--- src/rtl/axi_arb_pkg.sv ---
// Shared definitions for the AXI read/write channel arbiters.
// Holds the master count, the index width, the arbiter state encoding and
// the conversions between one-hot grant vectors and binary indices.
package axi_arb_pkg;

    localparam int unsigned NUM_M = 4;
    localparam int unsigned IDX_W = 2;

    typedef enum logic [1:0] {
        IDLE = 2'd0,
        ADDR = 2'd1,
        DATA = 2'd2
    } arb_state_e;

    // Binary index to one-hot grant vector.
    function automatic logic [NUM_M-1:0] onehot(input logic [IDX_W-1:0] idx);
        onehot = NUM_M'(1) << idx;
    endfunction

    // One-hot grant vector to binary index (highest set bit wins if not one-hot).
    function automatic logic [IDX_W-1:0] to_idx(input logic [NUM_M-1:0] oh);
        to_idx = '0;
        for (int i = 0; i < int'(NUM_M); i++) begin
            if (oh[i]) begin
                to_idx = IDX_W'(i);
            end
        end
    endfunction

endpackage

--- src/rtl/rr_pick.sv ---
// Combinational round-robin picker.
// Scans last+1, last+2, ... (modulo NUM_M) and returns the first requester,
// so the previous winner always ends up with the lowest priority.
// Ports:
//   req   - request vector, bit i = master i
//   last  - index of the most recent winner
//   valid - at least one request present
//   idx   - index of the chosen requester (0 when valid is low)
module rr_pick
    import axi_arb_pkg::*;
(
    input  logic [NUM_M-1:0] req,
    input  logic [IDX_W-1:0] last,
    output logic             valid,
    output logic [IDX_W-1:0] idx
);

    logic [IDX_W-1:0] cand;

    // First hit wins; the offset NUM_M wraps back onto last itself.
    always_comb begin
        valid = 1'b0;
        idx   = '0;
        cand  = '0;
        for (int k = 1; k <= int'(NUM_M); k++) begin
            cand = last + IDX_W'(k);
            if (!valid && req[cand]) begin
                valid = 1'b1;
                idx   = cand;
            end
        end
    end

endmodule

--- src/rtl/axi_rd_arbiter.sv ---
// Round-robin arbiter for the shared AXI read channel (AR/R) among NUM_M masters.
// A grant is held from the AR handshake through the R beat carrying RLAST, then
// handed straight to the next requester without an idle cycle. A watchdog
// releases a burst that stays in ADDR/DATA for TO_CYC cycles.
// Ports:
//   ACLK, ARESETn - clock (rising edge) and asynchronous active-low reset
//   m_arvalid     - ARVALID per master
//   m_rready      - RREADY per master
//   s_arready     - ARREADY from the shared slave
//   s_rvalid      - RVALID from the shared slave
//   s_rlast       - RLAST from the shared slave
//   grnt          - one-hot grant (0 = nobody), registered
//   grnt_idx      - binary index of the current/last grant, registered
//   busy          - a burst is owned, registered
//   timeout       - one-cycle pulse when the watchdog releases a burst
// TO_CYC = 0 disables the watchdog; TO_W must satisfy 2**TO_W > TO_CYC.
module axi_rd_arbiter
    import axi_arb_pkg::*;
#(
    parameter int unsigned TO_CYC = 1024,
    parameter int unsigned TO_W   = 11
) (
    input  logic             ACLK,
    input  logic             ARESETn,
    input  logic [NUM_M-1:0] m_arvalid,
    input  logic [NUM_M-1:0] m_rready,
    input  logic             s_arready,
    input  logic             s_rvalid,
    input  logic             s_rlast,
    output logic [NUM_M-1:0] grnt,
    output logic [IDX_W-1:0] grnt_idx,
    output logic             busy,
    output logic             timeout
);

    localparam logic [TO_W-1:0]  CNT_MAX  = TO_W'(TO_CYC - 1);
    localparam logic [IDX_W-1:0] LAST_RST = IDX_W'(NUM_M - 1);

    arb_state_e       state_q, state_nxt;
    logic [NUM_M-1:0] grnt_nxt;
    logic [IDX_W-1:0] idx_nxt;
    logic [IDX_W-1:0] last_q, last_nxt;
    logic [TO_W-1:0]  cnt_q, cnt_nxt;
    logic             tmo_nxt;

    logic             idle_valid, hand_valid;
    logic [IDX_W-1:0] idle_idx, hand_idx;
    logic             owner_arvalid, burst_end, wd_fire;

    // Fresh pick from IDLE against the last finished owner.
    rr_pick u_pick_idle (
        .req   (m_arvalid),
        .last  (last_q),
        .valid (idle_valid),
        .idx   (idle_idx)
    );

    // Handover pick at end of burst: owner masked, owner becomes lowest priority.
    rr_pick u_pick_hand (
        .req   (m_arvalid & ~grnt),
        .last  (grnt_idx),
        .valid (hand_valid),
        .idx   (hand_idx)
    );

    assign owner_arvalid = m_arvalid[grnt_idx];
    assign burst_end     = s_rvalid & m_rready[grnt_idx] & s_rlast;
    assign wd_fire       = (TO_CYC != 0) && (cnt_q == CNT_MAX);

    // State register.
    always_ff @(posedge ACLK or negedge ARESETn) begin
        if (!ARESETn) begin
            state_q <= IDLE;
        end else begin
            state_q <= state_nxt;
        end
    end

    // Next state, grant, priority pointer and watchdog.
    always_comb begin
        state_nxt = state_q;
        grnt_nxt  = grnt;
        idx_nxt   = grnt_idx;
        last_nxt  = last_q;
        cnt_nxt   = cnt_q;
        tmo_nxt   = 1'b0;

        unique case (state_q)
            IDLE: begin
                if (idle_valid) begin
                    state_nxt = ADDR;
                    grnt_nxt  = onehot(idle_idx);
                    idx_nxt   = idle_idx;
                    cnt_nxt   = '0;
                end
            end

            ADDR: begin
                cnt_nxt = cnt_q + TO_W'(1);
                if (!owner_arvalid) begin
                    // Request withdrawn before handshake: drop it, keep priority.
                    state_nxt = IDLE;
                    grnt_nxt  = '0;
                end else if (s_arready) begin
                    state_nxt = DATA;
                end else if (wd_fire) begin
                    state_nxt = IDLE;
                    grnt_nxt  = '0;
                    last_nxt  = grnt_idx;
                    tmo_nxt   = 1'b1;
                end
            end

            DATA: begin
                cnt_nxt = cnt_q + TO_W'(1);
                if (burst_end) begin
                    last_nxt = grnt_idx;
                    if (hand_valid) begin
                        state_nxt = ADDR;
                        grnt_nxt  = onehot(hand_idx);
                        idx_nxt   = hand_idx;
                        cnt_nxt   = '0;
                    end else begin
                        state_nxt = IDLE;
                        grnt_nxt  = '0;
                    end
                end else if (wd_fire) begin
                    state_nxt = IDLE;
                    grnt_nxt  = '0;
                    last_nxt  = grnt_idx;
                    tmo_nxt   = 1'b1;
                end
            end

            default: begin
                state_nxt = IDLE;
                grnt_nxt  = '0;
            end
        endcase
    end

    // Registered outputs and datapath state.
    always_ff @(posedge ACLK or negedge ARESETn) begin
        if (!ARESETn) begin
            grnt     <= '0;
            grnt_idx <= '0;
            busy     <= 1'b0;
            timeout  <= 1'b0;
            cnt_q    <= '0;
            last_q   <= LAST_RST;
        end else begin
            grnt     <= grnt_nxt;
            grnt_idx <= idx_nxt;
            busy     <= (state_nxt != IDLE);
            timeout  <= tmo_nxt;
            cnt_q    <= cnt_nxt;
            last_q   <= last_nxt;
        end
    end

endmodule
--- config.mk ---
export PLATFORM = sky130hd
export DESIGN_NAME = axi_rd_arbiter
export DESIGN_NICKNAME = d
export VERILOG_FILES = /design/src/rtl/axi_arb_pkg.sv /design/src/rtl/rr_pick.sv /design/src/rtl/axi_rd_arbiter.sv
export SDC_FILE = /design/constraint.sdc
export NUM_CORES = 1
export LEC_CHECK = 0
export BUFFER_PORTS_ARGS = -buffer_cell sky130_fd_sc_hd__buf_2
export CORE_ASPECT_RATIO = 0.9
export CORE_MARGIN = 4
export CORE_UTILIZATION = 45
export DETAILED_ROUTE_END_ITERATION = 10
export PLACE_DENSITY = 0.62
export SLEW_MARGIN = 10
export SYNTH_ARGS = -nofsm -noshare
export SYNTH_HDL_FRONTEND = slang
export SYNTH_SLANG_ARGS = --single-unit
--- constraint.sdc ---
create_clock -name ACLK -period 2.4 [get_ports ACLK]
set_input_delay 0.24 -clock ACLK [delete_from_list [all_inputs] [get_ports ACLK]]
set_output_delay 0.24 -clock ACLK [all_outputs]
set_load 0.005 [all_outputs]
==> impl_metrics.ini, run 1 <==
[cells_and_area]
fin_util_pct = 53.1
regArea_sq_um = 578
antennaDiodeCount = 0
nFillCells = 342
final_layout_size_suffix_gt1_share_pct = 21.9
multi_input_area_sq_um = 1000
nets = 212
instances_no_fill = 236
areaGrowthSynthToFinish_pct = 11.8

[synth]
netlist_area_sq_um = 1630
syn_inst = 170
yosys-top-cells-area = dfrtp_1, ha_1, mux2i_1
synthArstFlopShare_pct = 100
synth_top_cell_area_share_pct = 32.3
avgSynthCellArea_sq_um = 9.58
synth_seq_area_share_pct = 35.5
yosysTopAreaCell = dfrtp_1
synthTopCellsByCount = dfrtp_1, nor2_1, nand2_1
synth_edf_count = 0
synth_fp_nets = 189
yosysWarnings = 0
synth-seq-cells = 23
ys_types = 48
synth.most_common_cell = dfrtp_1
synth-main-ff-cell = dfrtp_1

[floorplanning]
die_h_um = 65.1
initial_utilization_pct = 47.5
io_pins = 21
die_w_um = 71.4
dieArea_sq_um = 4640
core_area_sq_um = 3430
row_count = 20

[critical_path]
cp-startpoint = grnt_idx[1]$_DFFE_PN0P_
critPathSlowestCell = mux4_2
cp_data_required_time_ns = 2.55
regToRegSetupSlack_ns = 0.27
rr_worst_depth = 4
worstReg2RegEnd = grnt[2]$_DFFE_PN0P_
critPathCaptureType = flip-flop
critPathKind = reg2reg
setup.worst_path.end = grnt[2]$_DFFE_PN0P_
crit_fanout = 11
max_stage_delay_ns = 0.60
setup.worst_path.start_class = flip-flop
reg2reg_from = grnt_idx[1]$_DFFE_PN0P_
crit_chain = mux4_2, a32oi_2, o21ai_2, a221o_2
crit_arrival_ns = 2.28

[clock_network]
cts_sinks = 23
htree_num_levels = 1
clk_path_buf_depth = 2
cts_setup_buffers = 0
cts_tree = built
path_clk_slew_ns = 0.08
clkLatencyLatePin_ns = 0.26
cts_inserted_buffers = 3
cts_root_buf = clkbuf_8

[detailed_routing]
ant_nets = 0
drc = 0
wl_um = 3750
drt_iter0_markers = 105
vias = 1401
detail_route.vias_per_cell = 5.94
wl_per_cell_um = 15.9
first_pass_iters = 4

[flow_run]
drv_cap = 0

[timing]
fin_ws_ns = 0.268
fin_tns_setup_ns = 0
grt_setup_unrepaired = no
setup_viol = 0
slew_headroom_pct = 62.4
fin_crit_ns = 2.13
tightest_slew_ns = 0.557
final_hold_viol_count = 0
slew_violations = 0
fmax_mhz = 469
period_share_pct = 88.8
fin_skew_ns = 0.00286

[placed_design]
hpwl_um = 2920
dp_slack_ns = 0.283
place.gp.congestion = 0.932
dp.cells = 231
io_buffers = 20

[pwr]
p_per_area_nw_per_um2 = 956
power.total_mw = 1.74
peakVddDrop_mv = 0.542
leakage_nw = 0.836

[global_route]
antenna_found_initial = 0
grt.total_usage_pct = 17.2
grt_pass1_wl_um = 6240
grt_pass1_vias = 1332
grt_overflow = 0
grt_max_degree = 24

[min_path]
holdCritStartpoint = s_arready
hold_class = in2reg

[outcome]
status = complete, no violations
==> how the worst min path moves through the flow <==
stage,end,slack (ns),cells after the start
finish,state_q[1]$_DFF_PN0_,0.37,3
global route,state_q[1]$_DFF_PN0_,0.38,3
CTS,state_q[1]$_DFF_PN0_,0.36,3
detailed placement,cnt_q[8]$_DFFE_PN0P_,0.25,1
global placement,cnt_q[8]$_DFFE_PN0P_,0.24,1
floorplan,busy$_DFF_PN0_,-0.06,0
==> critical path, delay by kind of cell (launching register included) <==
| family | cells | cell delay [ns] |
|---|---|---|
| compound gates | 3 | 0.85 |
| flops | 1 | 0.56 |
| mux | 1 | 0.60 |
==> state kept, by name, summed over array words and instances, names as in the netlist <==
| signal | flops |
|---|---|
| busy | 1 |
| cnt_q | 11 |
| state_q | 2 |
| grnt_idx | 2 |
| grnt | 4 |
| timeout | 1 |
| last_q | 2 |
==> power breakdown <==
group	switching, mW	internal [mW]
clock	0.122	0.119
sequential	0.128	0.484
combinational	0.487	0.400
==> cell usage in the layout (no fill, tap or decap), drive strengths merged, types with 2 or more instances in the layout <==
cell type	instances
a41oi	2
and4	2
xor2	6
nand2b	10
a21o	3
nand4	5
o2bb2ai	3
ha	6
a221o	5
and2	5
a21oi	3
dfstp	2
mux2i	7
o22ai	5
clkbuf	4
nand2	11
mux2	4
buf	21
nand3	6
nor2	12
inv	6
o21ai	10
a211oi	2
nor2b	8
and3	4
dfrtp	21
==> kinds of logic (layout without fill, tap and decap cells) <==
kind of cell / after synthesis / after routing / synth area share (%)
flip-flops: 23 / 23 / 35.5
AND/OR/NAND/NOR: 70 / 70 / 25.0
XOR/XNOR: 6 / 6 / 3.23
adder cells (fa/ha/maj): 6 / 6 / 4.61
buffers and inverters: 10 / 32 / 3.00
multiplexers: 12 / 12 / 8.45
AO/OA/AOI/OAI: 43 / 43 / 20.2
==> routing by layer <==
layer,GRT usage [%],wire length [um],vias to the layer above
li1,-,-,680
met1,24.3,1790,665
met2,25.2,1600,51
met3,4.34,326,5
met4,5.87,45,0
met5,0,0,-
==> cell type report <==
class | count | area share, %
inverter | 6 | 1.24
sequential | 23 | 31.8
timing repair buffer | 22 | 6.46
clock buffer | 4 | 2.48
tap | 44 | 3.03
multi-input combinational | 137 | 55.0
==> through the flow <==
stage / cell area, sq um / hold slack, ns
after floorplan: 1630 / -0.0556
after global placement: 1760 / 0.244
after detailed placement: 1760 / 0.246
after CTS: 1820 / 0.359
after global routing: 1820 / 0.383
final: 1820 / 0.369
==> what timing repair did <==
action | in CTS | in global routing
hold endpoints to repair | 21 | 0
hold buffers | 1 | 0
gates resized for setup | 0 | 0
No activity file was read; power rests on OpenSTA's default activity.
==> inputs of run 2 (changes only) <==
==> constraint.sdc (replaced) <==
create_clock -name ACLK -period 2.4 [get_ports ACLK]
set_input_delay 0.48 -clock ACLK [delete_from_list [all_inputs] [get_ports ACLK]]
set_output_delay 0.48 -clock ACLK [all_outputs]
set_load 0.005 [all_outputs]
==> run 2 against run 1 <==
  * Via count up 4.1%
  * Critical path depth increased by 1
  * Sequential share of layout area increased by 0.31 points
  * Flip-flop and latch count unchanged
  * Maximum frequency fell by 3.7%
  * First-iteration DRC count up 14%
  * Final cell count is 0.85% lower
  * Global-route usage grew 1.0 points
  * Combinational power is essentially flat
  * Clock skew about the same
  * Critical endpoint is now grnt[3]$_DFFE_PN0P_
  * Design area down 0.96%
  * Power is 0.47% higher
==> impl_metrics.ini, run 2 (synthesis gave the netlist of run 1 again) <==
[cells_and_area]
final_cell_mix = dfrtp_1, buf_2, nor2_1, nand2_1, nand2b_1
final_layout_size_suffix_gt1_share_pct = 21.6
top_register = cnt_q
final_common_cell = dfrtp_1
nets = 210
multi_input_area_sq_um = 1000
areaGrowthSynthToFinish_pct = 10.7
reg.largest.list = cnt_q x11, grnt x4
nFillCells = 331
antennaDiodeCount = 0
largest_register_ffs = 11
regArea_sq_um = 578

[floorplanning]
die_w_um = 71.4
dieArea_sq_um = 4640
io_pins = 21
initial_utilization_pct = 47.5
row_count = 20
die_h_um = 65.1
core_area_sq_um = 3430

[clock_network]
cts_setup_buffers = 0
clk_path_buf_depth = 2
cts_inserted_buffers = 3
cts_tree = built
post_cts_resized = 0
clkLatencyLatePin_ns = 0.26
path_clk_slew_ns = 0.08
cts_sinks = 23
cts_hold_repair.buffers = 0
htree_num_levels = 1
cts_root_buf = clkbuf_8

[global_route]
grt_max_degree = 24
antenna_found_initial = 0
grt.total_usage_pct = 18.2
grt_overflow = 0
grt_pass1_wl_um = 6780
grt_pass1_vias = 1395

[timing]
setup_viol = 0
period_share_pct = 92.2
fin_crit_ns = 2.21
final_hold_viol_count = 0
fin_hold_ws_ns = 0.178
fmax_mhz = 452
slew_violations = 0
tightest_slew_ns = 0.631
fin_tns_setup_ns = 0
slew_headroom_pct = 57.4
fin_skew_ns = 0.00330
grt_setup_unrepaired = no

[pwr]
leakage_nw = 0.827
peakVddDrop_mv = 0.400
power.total_mw = 1.75
p_per_area_nw_per_um2 = 970

[placed_design]
place.gp.congestion = 0.856
hpwl_um = 2940
io_buffers = 20

[detailed_routing]
wl_per_cell_um = 16.7
first_pass_iters = 4
vias = 1459
drc = 0
ant_nets = 0
drt_iter0_markers = 120
detail_route.vias_per_cell = 6.24
wl_um = 3900

[outcome]
status = complete, no violations

[flow_run]
drv_cap = 0

[critical_path]
critPathKind = reg2reg
crit_arrival_ns = 2.36
crit_fanout = 12
setup.worst_path.start_class = flip-flop
critPathCaptureType = flip-flop
cp_data_required_time_ns = 2.55

[min_path]
hold_class = in2async
run 2: cell count changes in the layout (fill, tap and decap cells not counted), sizes merged:
cell and change:
dlygate4sd3 -1, buf -1
run 2: power breakdown:
part           internal, mW  switching (mW)
Clock                 0.118           0.121
Combinational         0.389           0.500
Sequential            0.483           0.135
Total                 0.991           0.756
run 2: final timing paths:
kind	start	endpoint	slack, ns	cells after the start
setup / recovery	grnt_idx[0]$_DFFE_PN0P_	grnt[3]$_DFFE_PN0P_	0.19	5
hold / removal	ARESETn	cnt_q[7]$_DFFE_PN0P_	0.18	1
setup reg to reg	grnt_idx[0]$_DFFE_PN0P_	grnt[3]$_DFFE_PN0P_	0.19	5
hold reg to reg	cnt_q[1]$_DFFE_PN0P_	cnt_q[1]$_DFFE_PN0P_	0.53	2
max in group asynchronous	ARESETn	last_q[1]$_DFFE_PN1P_	1.86	1
min in group ACLK	cnt_q[1]$_DFFE_PN0P_	cnt_q[1]$_DFFE_PN0P_	0.53	2
run 2: worst max-delay path, stage by stage, from the launching register on:
cell,delay [ns]
dfrtp_1,0.65
mux2i_1,0.18
o221a_2,0.32
o21ai_0,0.39
o21ai_2,0.15
a221o_2,0.40
run 2: area by class of cell:
| class | instances | area share, % |
|---|---|---|
| Clock buffer | 4 | 2.50 |
| Inverter | 6 | 1.25 |
| Multi-Input combinational cell | 137 | 55.6 |
| Sequential cell | 23 | 32.1 |
| Tap cell | 44 | 3.06 |
| Timing Repair Buffer | 20 | 5.56 |
run 2: routing by layer:
metal / vias up / wire length, um / GRT usage [%]
li1: 676 / - / -
met1: 719 / 1910 / 26.1
met2: 56 / 1700 / 27.5
met3: 8 / 248 / 4.65
met4: 0 / 35 / 3.52
met5: - / 0 / 0
run 2: through the flow:
stage               cell area (sq um)  utilization [%]  setup slack, ns  instances
CTS                              1800             52.6            0.212        234
global route                     1800             52.6           0.0331        234
detailed placement               1760             51.2            0.234        230
global placement                 1760             51.2            0.282        230
floorplan                        1630                -            0.518        170
finish                           1800             52.6            0.186        234
